**config.mk**
```make
export PLATFORM = sky130hd
export DESIGN_NAME = dbg_trace_buffer
export DESIGN_NICKNAME = d
export VERILOG_FILES = /design/src/rtl/gb_dbg_pkg.sv /design/src/rtl/trace_fifo.sv /design/src/rtl/dbg_trace_buffer.sv
export SDC_FILE = /design/constraint.sdc
export NUM_CORES = 1
export LEC_CHECK = 0
export BUFFER_PORTS_ARGS = -buffer_cell sky130_fd_sc_hd__buf_2
export CAP_MARGIN = 40
export CORE_MARGIN = 2
export CORE_UTILIZATION = 60
export CTS_CLUSTER_SIZE = 20
export DETAILED_ROUTE_END_ITERATION = 16
export PLACE_DENSITY = 0.85
export SYNTH_ARGS = -nofsm -noshare
export SYNTH_HDL_FRONTEND = slang
export SYNTH_SLANG_ARGS = --single-unit
```
**constraint.sdc**
```tcl
create_clock -name clk -period 12.4 [get_ports clk]
set_input_delay 0.62 -clock clk [delete_from_list [all_inputs] [get_ports clk]]
set_output_delay 0.62 -clock clk [all_outputs]
set_load 0.005 [all_outputs]
```
**src/rtl/gb_dbg_pkg.sv**
```systemverilog
//==============================================================================
// Module      : gb_dbg_pkg
// Description : Shared trace-entry layout, widths and capture-state encoding.
// Revision    : 1.0 - initial release
//==============================================================================
`default_nettype none

package gb_dbg_pkg;

    localparam int TRACE_W = 96;

    localparam int PC_LSB = 80;
    localparam int SP_LSB = 64;
    localparam int AF_LSB = 48;
    localparam int BC_LSB = 32;
    localparam int DE_LSB = 16;
    localparam int HL_LSB = 0;

    typedef enum logic [1:0] {
        ST_IDLE    = 2'd0,
        ST_CAPTURE = 2'd1,
        ST_FROZEN  = 2'd2
    } trace_state_t;

    function automatic logic [TRACE_W-1:0] pack_entry(
        input logic [15:0] pc,
        input logic [15:0] sp,
        input logic [15:0] af,
        input logic [15:0] bc,
        input logic [15:0] de,
        input logic [15:0] hl
    );
        logic [TRACE_W-1:0] e;
        e               = '0;
        e[PC_LSB +: 16] = pc;
        e[SP_LSB +: 16] = sp;
        e[AF_LSB +: 16] = af;
        e[BC_LSB +: 16] = bc;
        e[DE_LSB +: 16] = de;
        e[HL_LSB +: 16] = hl;
        return e;
    endfunction

endpackage

`default_nettype wire

```
**src/rtl/trace_fifo.sv**
```systemverilog
//==============================================================================
// Module      : trace_fifo
// Description : Circular entry store with optional overwrite-oldest when full.
// Revision    : 1.0 - initial release
//==============================================================================
`default_nettype none

module trace_fifo #(
    parameter int DEPTH = 16,
    parameter int WIDTH = 96,
    parameter bit WRAP  = 1'b1
) (
    input  logic                     clk,
    input  logic                     reset,
    input  logic                     push,
    input  logic                     pop,
    input  logic                     clear,
    input  logic [WIDTH-1:0]         wr_data,
    output logic [WIDTH-1:0]         rd_data,
    output logic                     full,
    output logic                     empty,
    output logic [$clog2(DEPTH):0]   count
);

    localparam int            AW      = $clog2(DEPTH);
    localparam logic [AW:0]   C_DEPTH = (AW+1)'(DEPTH);

    logic [WIDTH-1:0] r_mem [DEPTH];
    logic [AW-1:0]    r_wr_ptr;
    logic [AW-1:0]    r_rd_ptr;
    logic [AW:0]      r_count;

    logic w_do_pop;
    logic w_overwrite;
    logic w_do_write;
    logic w_adv_rd;

    assign full  = (r_count == C_DEPTH);
    assign empty = (r_count == '0);
    assign count = r_count;

    assign w_do_pop    = pop && !empty && !clear;
    assign w_overwrite = push && full && !w_do_pop && !clear;
    // A full push still writes when a pop frees the slot or when overwriting.
    assign w_do_write  = push && !clear && (!full || w_do_pop || WRAP);
    assign w_adv_rd    = w_do_pop || (w_overwrite && WRAP);

    always_ff @(posedge clk or posedge reset) begin
        if (reset) begin
            r_wr_ptr <= '0;
            r_rd_ptr <= '0;
            r_count  <= '0;
        end else if (clear) begin
            r_wr_ptr <= '0;
            r_rd_ptr <= '0;
            r_count  <= '0;
        end else begin
            if (w_do_write) begin
                r_wr_ptr <= r_wr_ptr + AW'(1);
            end
            if (w_adv_rd) begin
                r_rd_ptr <= r_rd_ptr + AW'(1);
            end
            if (w_do_write && !w_adv_rd) begin
                r_count <= r_count + (AW+1)'(1);
            end else if (w_adv_rd && !w_do_write) begin
                r_count <= r_count - (AW+1)'(1);
            end
        end
    end

    always_ff @(posedge clk) begin
        if (w_do_write) begin
            r_mem[r_wr_ptr] <= wr_data;
        end
    end

    assign rd_data = r_mem[r_rd_ptr];

endmodule

`default_nettype wire

```
**src/rtl/dbg_trace_buffer.sv**
```systemverilog
//==============================================================================
// Module      : dbg_trace_buffer
// Description : Retired-instruction register trace buffer with arm/freeze.
//               Optional PC window filter enabled by macro TRACE_FILTER_EN.
// Revision    : 1.0 - initial release
//==============================================================================
`default_nettype none

module dbg_trace_buffer #(
    parameter int DEPTH        = 16,
    parameter int WRAP         = 1,
    parameter int STOP_ON_HALT = 1
) (
    input  logic                     clk,
    input  logic                     reset,
    input  logic [15:0]              dbg_pc,
    input  logic [15:0]              dbg_sp,
    input  logic [15:0]              dbg_AF,
    input  logic [15:0]              dbg_BC,
    input  logic [15:0]              dbg_DE,
    input  logic [15:0]              dbg_HL,
    input  logic                     dbg_instruction_retired,
    input  logic                     dbg_halted,
`ifdef TRACE_FILTER_EN
    input  logic [15:0]              pc_lo,
    input  logic [15:0]              pc_hi,
`endif
    input  logic                     arm,
    output logic                     rd_valid,
    output logic [95:0]              rd_data,
    input  logic                     rd_ready,
    output logic [$clog2(DEPTH):0]   count,
    output logic [15:0]              overflow_cnt,
    output logic                     frozen
);

    import gb_dbg_pkg::*;

    trace_state_t r_state;
    trace_state_t w_state_nxt;

    logic          r_retired_prev;
    logic [15:0]   r_overflow_cnt;

    logic w_event;
    logic w_capturing;
    logic w_in_range;
    logic w_push;
    logic w_pop;
    logic w_halt;
    logic w_full;
    logic w_empty;
    logic w_overflow;

    assign w_event     = dbg_instruction_retired && !r_retired_prev;
    assign w_capturing = (r_state == ST_CAPTURE) && !arm;

`ifdef TRACE_FILTER_EN
    assign w_in_range = (dbg_pc >= pc_lo) && (dbg_pc <= pc_hi);
`else
    assign w_in_range = 1'b1;
`endif

    assign w_push     = w_capturing && w_event && w_in_range;
    assign w_pop      = rd_valid && rd_ready && !arm;
    assign w_halt     = w_capturing && w_event && dbg_halted && (STOP_ON_HALT != 0);
    // Overflow only when a stored entry cannot simply replace a popped one.
    assign w_overflow = w_push && w_full && !w_pop;

    always_ff @(posedge clk or posedge reset) begin
        if (reset) begin
            r_state        <= ST_IDLE;
            r_retired_prev <= 1'b0;
            r_overflow_cnt <= '0;
        end else begin
            r_state        <= w_state_nxt;
            r_retired_prev <= dbg_instruction_retired;
            if (arm) begin
                r_overflow_cnt <= '0;
            end else if (w_overflow && (r_overflow_cnt != 16'hFFFF)) begin
                r_overflow_cnt <= r_overflow_cnt + 16'd1;
            end
        end
    end

    always_comb begin
        w_state_nxt = r_state;
        case (r_state)
            ST_IDLE:    if (arm) w_state_nxt = ST_CAPTURE;
            ST_CAPTURE: if (arm) w_state_nxt = ST_CAPTURE;
                        else if (w_halt) w_state_nxt = ST_FROZEN;
            ST_FROZEN:  if (arm) w_state_nxt = ST_CAPTURE;
            default:    w_state_nxt = ST_IDLE;
        endcase
    end

    trace_fifo #(
        .DEPTH (DEPTH),
        .WIDTH (TRACE_W),
        .WRAP  (WRAP != 0)
    ) u_fifo (
        .clk     (clk),
        .reset   (reset),
        .push    (w_push),
        .pop     (w_pop),
        .clear   (arm),
        .wr_data (pack_entry(dbg_pc, dbg_sp, dbg_AF, dbg_BC, dbg_DE, dbg_HL)),
        .rd_data (rd_data),
        .full    (w_full),
        .empty   (w_empty),
        .count   (count)
    );

    assign rd_valid     = !w_empty;
    assign overflow_cnt = r_overflow_cnt;
    assign frozen       = (r_state == ST_FROZEN);

endmodule

`default_nettype wire

```
==> flow_metrics.env <==
export IMPL_synth_common_cells="edfxtp_1 (1,536), mux4_2 (480), clkbuf_1 (75)"
export IMPL_start_util_pct=60.46
export IMPL_avgSynthCellArea_um2=25.43
export IMPL_gp_congestion=0.7590
export IMPL_yosysSeqAreaShare_pct=79.09
export IMPL_synthFlopType="edfxtp_1"
export IMPL_crit_start="u_fifo.r_rd_ptr[1]"
export IMPL_dieArea_mm2=0.1014
export IMPL_final_util_pct=68.68
export IMPL_hpwlAfterDp_um=70140
export IMPL_antenna_left=0
export IMPL_synth_compound_area_share_pct=0.3669
export IMPL_synth_top_family_by_area="multiplexers"
export IMPL_die_h_um=318.5
export IMPL_core_area_mm2=0.09813
export IMPL_rr_startpoint="r_state[1]"
export IMPL_postCtsSetupBuffers=0
export IMPL_rrSetupSlack_ps=7900
export IMPL_clkTransAtPathRegs_ps=70
export IMPL_worstSetupEndpointType="output port"
export IMPL_yosys_area_top_type_share_pct=77.74
export IMPL_cts_resized=0
export IMPL_min_period_ps=5958
export IMPL_synthAdderAreaFrac_pct=0.2446
export IMPL_status="completed"
export IMPL_multi_input_area_mm2=0.01198
export IMPL_cts_tree="built"
export IMPL_yosys_register_bits=1568
export IMPL_hp_class="input pin to register"
export IMPL_finClkSkew_ps=30.24
export IMPL_maxCapViolCount=0
export IMPL_rows=115
export IMPL_drc=0
export IMPL_vias=28380
export IMPL_report_final_slew_viol_count=0
export IMPL_cp_arrival_ps=5340
export IMPL_synth_most_common_cell="edfxtp_1"
export IMPL_setup_viol=0
export IMPL_final_nets=2766
export IMPL_drive_above_1_share_pct=36.25
export IMPL_grt_overflow_total=0
export IMPL_firstDrtPassIters=5
export IMPL_crit_fanout=170
export IMPL_start_kind="register"
export IMPL_yosysWarnings=0
export IMPL_hp_start="dbg_halted"
export IMPL_nFillCells=5557
export IMPL_io_buffers=220
export IMPL_grt_pass1_wl_um=207800
export IMPL_synthToLayoutAreaGrowth_pct=13.58
export IMPL_synth_area_top_cells="edfxtp_1 (78%), mux4_2 (18%), dfrtp_1 (1.3%)"
export IMPL_peakVddDrop_mv=0.1462
export IMPL_grt_max_degree=171
export IMPL_slowest_stage="buf_4"
export IMPL_critPathBufInv=4
export IMPL_cts_sinks=1568
export IMPL_synth_xor_xnor_area_share_pct=0.2509
export IMPL_r2r_end="u_fifo.r_mem[5][74]"
export IMPL_syn_area_mm2=0.05933
export IMPL_relSlewSlack_pct=24.59
export IMPL_period_share_pct=48.05
export IMPL_htree_levels=4
export IMPL_min_path_cells=3
export IMPL_powerDensity_mw_per_mm2=173.6
export IMPL_r2r_cells=7
export IMPL_crit_type="register to output port"
export IMPL_first_iter_violations=4192
export IMPL_leakage_nw=20.87
export IMPL_die_w_um=318.5
export IMPL_routed_wl_um=148300
export IMPL_grt_use_total_pct=28.87
export IMPL_synth_async_reset_ratio_pct=2.041
export IMPL_clk_latency_ps=770
export IMPL_syn_num_nets=2446
export IMPL_antenna_found_initial=23
export IMPL_yosys_area_top_type="edfxtp_1"
export IMPL_grt_pass1_vias=29310
export IMPL_critPathTopFamily="buffers and inverters"
export IMPL_worst_slew_pin_slew_ps=1131
export IMPL_boundaryPins=221
export IMPL_rsz0062_at_grt="false"
export IMPL_worstPathRequired_ps=11780
export IMPL_slowest_delay_ps=850
export IMPL_final_hold_viol_count=0
export IMPL_yosys_area_share_simple_pct=0.9152
export IMPL_fmax_mhz=167.8
export IMPL_whs_endpoint="r_state[1]"
export IMPL_fin_tns_setup_ps=0
export IMPL_synth_edf_count=1536
export IMPL_cts_inserted_buffers=151
export IMPL_vias_per_cell=6.981
export IMPL_synth_distinct_cells=41
export IMPL_cts_root_buf="clkbuf_16"
export IMPL_wire_per_inst_um=36.47
export IMPL_path_cells="buf_4 > buf_12 > buf_4 > mux4_2 > mux4_2 > buf_2"
export IMPL_muxShareOfSynthArea_pct=18.35
export IMPL_synthCells=2333
export IMPL_ff_latch_area_mm2=0.04694
export IMPL_cts_max_path_buffers=3
==> report_power, final <==
group	leakage [nW]	internal, W	total, W	switching (W)
Sequential	14.2	0.00584	0.00588	0.0000443
Combinational	4.24	0.000621	0.00118	0.000558
Clock	2.39	0.00266	0.00464	0.00199
Total	20.9	0.00911	0.0117	0.00259
==> sequential cells by signal, summed over array words and instances, names as in the netlist <==
name,flops
u_fifo.count,5
r_state,2
u_fifo.r_wr_ptr,4
r_retired_prev,1
overflow_cnt,16
u_fifo.r_mem,1536
u_fifo.r_rd_ptr,4
==> logic make-up after synthesis <==
family	Yosys count
compound gates	32
buf+inv	121
flops	1568
mux	487
fa+ha+maj	11
simple gates	97
xor+xnor	17
==> final cells by class <==
type | count | share of cell area [%]
diodes | 8 | 0.02971
clock buffers | 186 | 5.928
clock inverters | 84 | 1.368
inverters | 5 | 0.02785
multi-input cells | 644 | 17.78
flip-flops and latches | 1568 | 69.65
well taps | 1287 | 2.389
repair buffers | 283 | 2.826
==> repair_timing <==
action | 4_1_cts | 5_1_grt
hold endpoints to repair | 33 | 0
hold buffers | 2 | 0
endpoints found under the setup margin | 0 | 0
==> worst min-delay path, cell delays in order <==
cell     delay [ps]
buf_2            90
a21oi_1          60
nor2_1           90
==> worst max-delay path by stage <==
| stage | end | slack [ps] | cells past startpoint |
|---|---|---|---|
| global route | rd_data[51] | 6330 | 6 |
| global placement | rd_data[94] | 7310 | 6 |
| finish | rd_data[51] | 6440 | 6 |
| detailed placement | rd_data[42] | 7380 | 6 |
| CTS | rd_data[51] | 6500 | 6 |
| floorplan | u_fifo.r_mem[4][0] | 8300 | 6 |
==> cell usage in the layout (no fill, tap or decap), types with 7 or more instances in the layout <==
cell type  Yosys  final
buf_2         11    220
buf_4          0     44
inv_6          0      7
clkbuf_1      75     31
diode_2        0      8
clkbuf_16      0    155
clkinv_2       0     21
mux4_2       480    480
bufinv_16      0     17
clkinv_1       0     24
nand2_1       16     16
edfxtp_1    1536   1536
dfrtp_1       32     28
buf_16         0     15
a21oi_1       12     12
xor2_1        11     11
nor2_1        26     26
ha_1          10     10
and2_4         0     12
==> per-stage QoR <==
stage | total power, W | hold slack, ps | worst slack, ps | cells | area [um2]
final | 0.01170 | 161.9 | 6442 | 4065 | 67390
after global placement | 0.007068 | 460.2 | 7313 | 3770 | 62020
after CTS | 0.01172 | 123.1 | 6501 | 4057 | 67370
after floorplan | 0.006790 | 447.2 | 8296 | 2333 | 59330
after global routing | 0.01200 | 156.6 | 6330 | 4063 | 67390
after detailed placement | 0.007142 | 489.1 | 7377 | 3785 | 62430
==> routing by layer <==
layer | wire, um | track usage [%]
met1 | 52510 | 39.39
met2 | 75980 | 47.36
met3 | 14370 | 5.813
met4 | 5215 | 10.25
met5 | 178 | 0
Note: power is estimated with default switching activity, not from simulation.
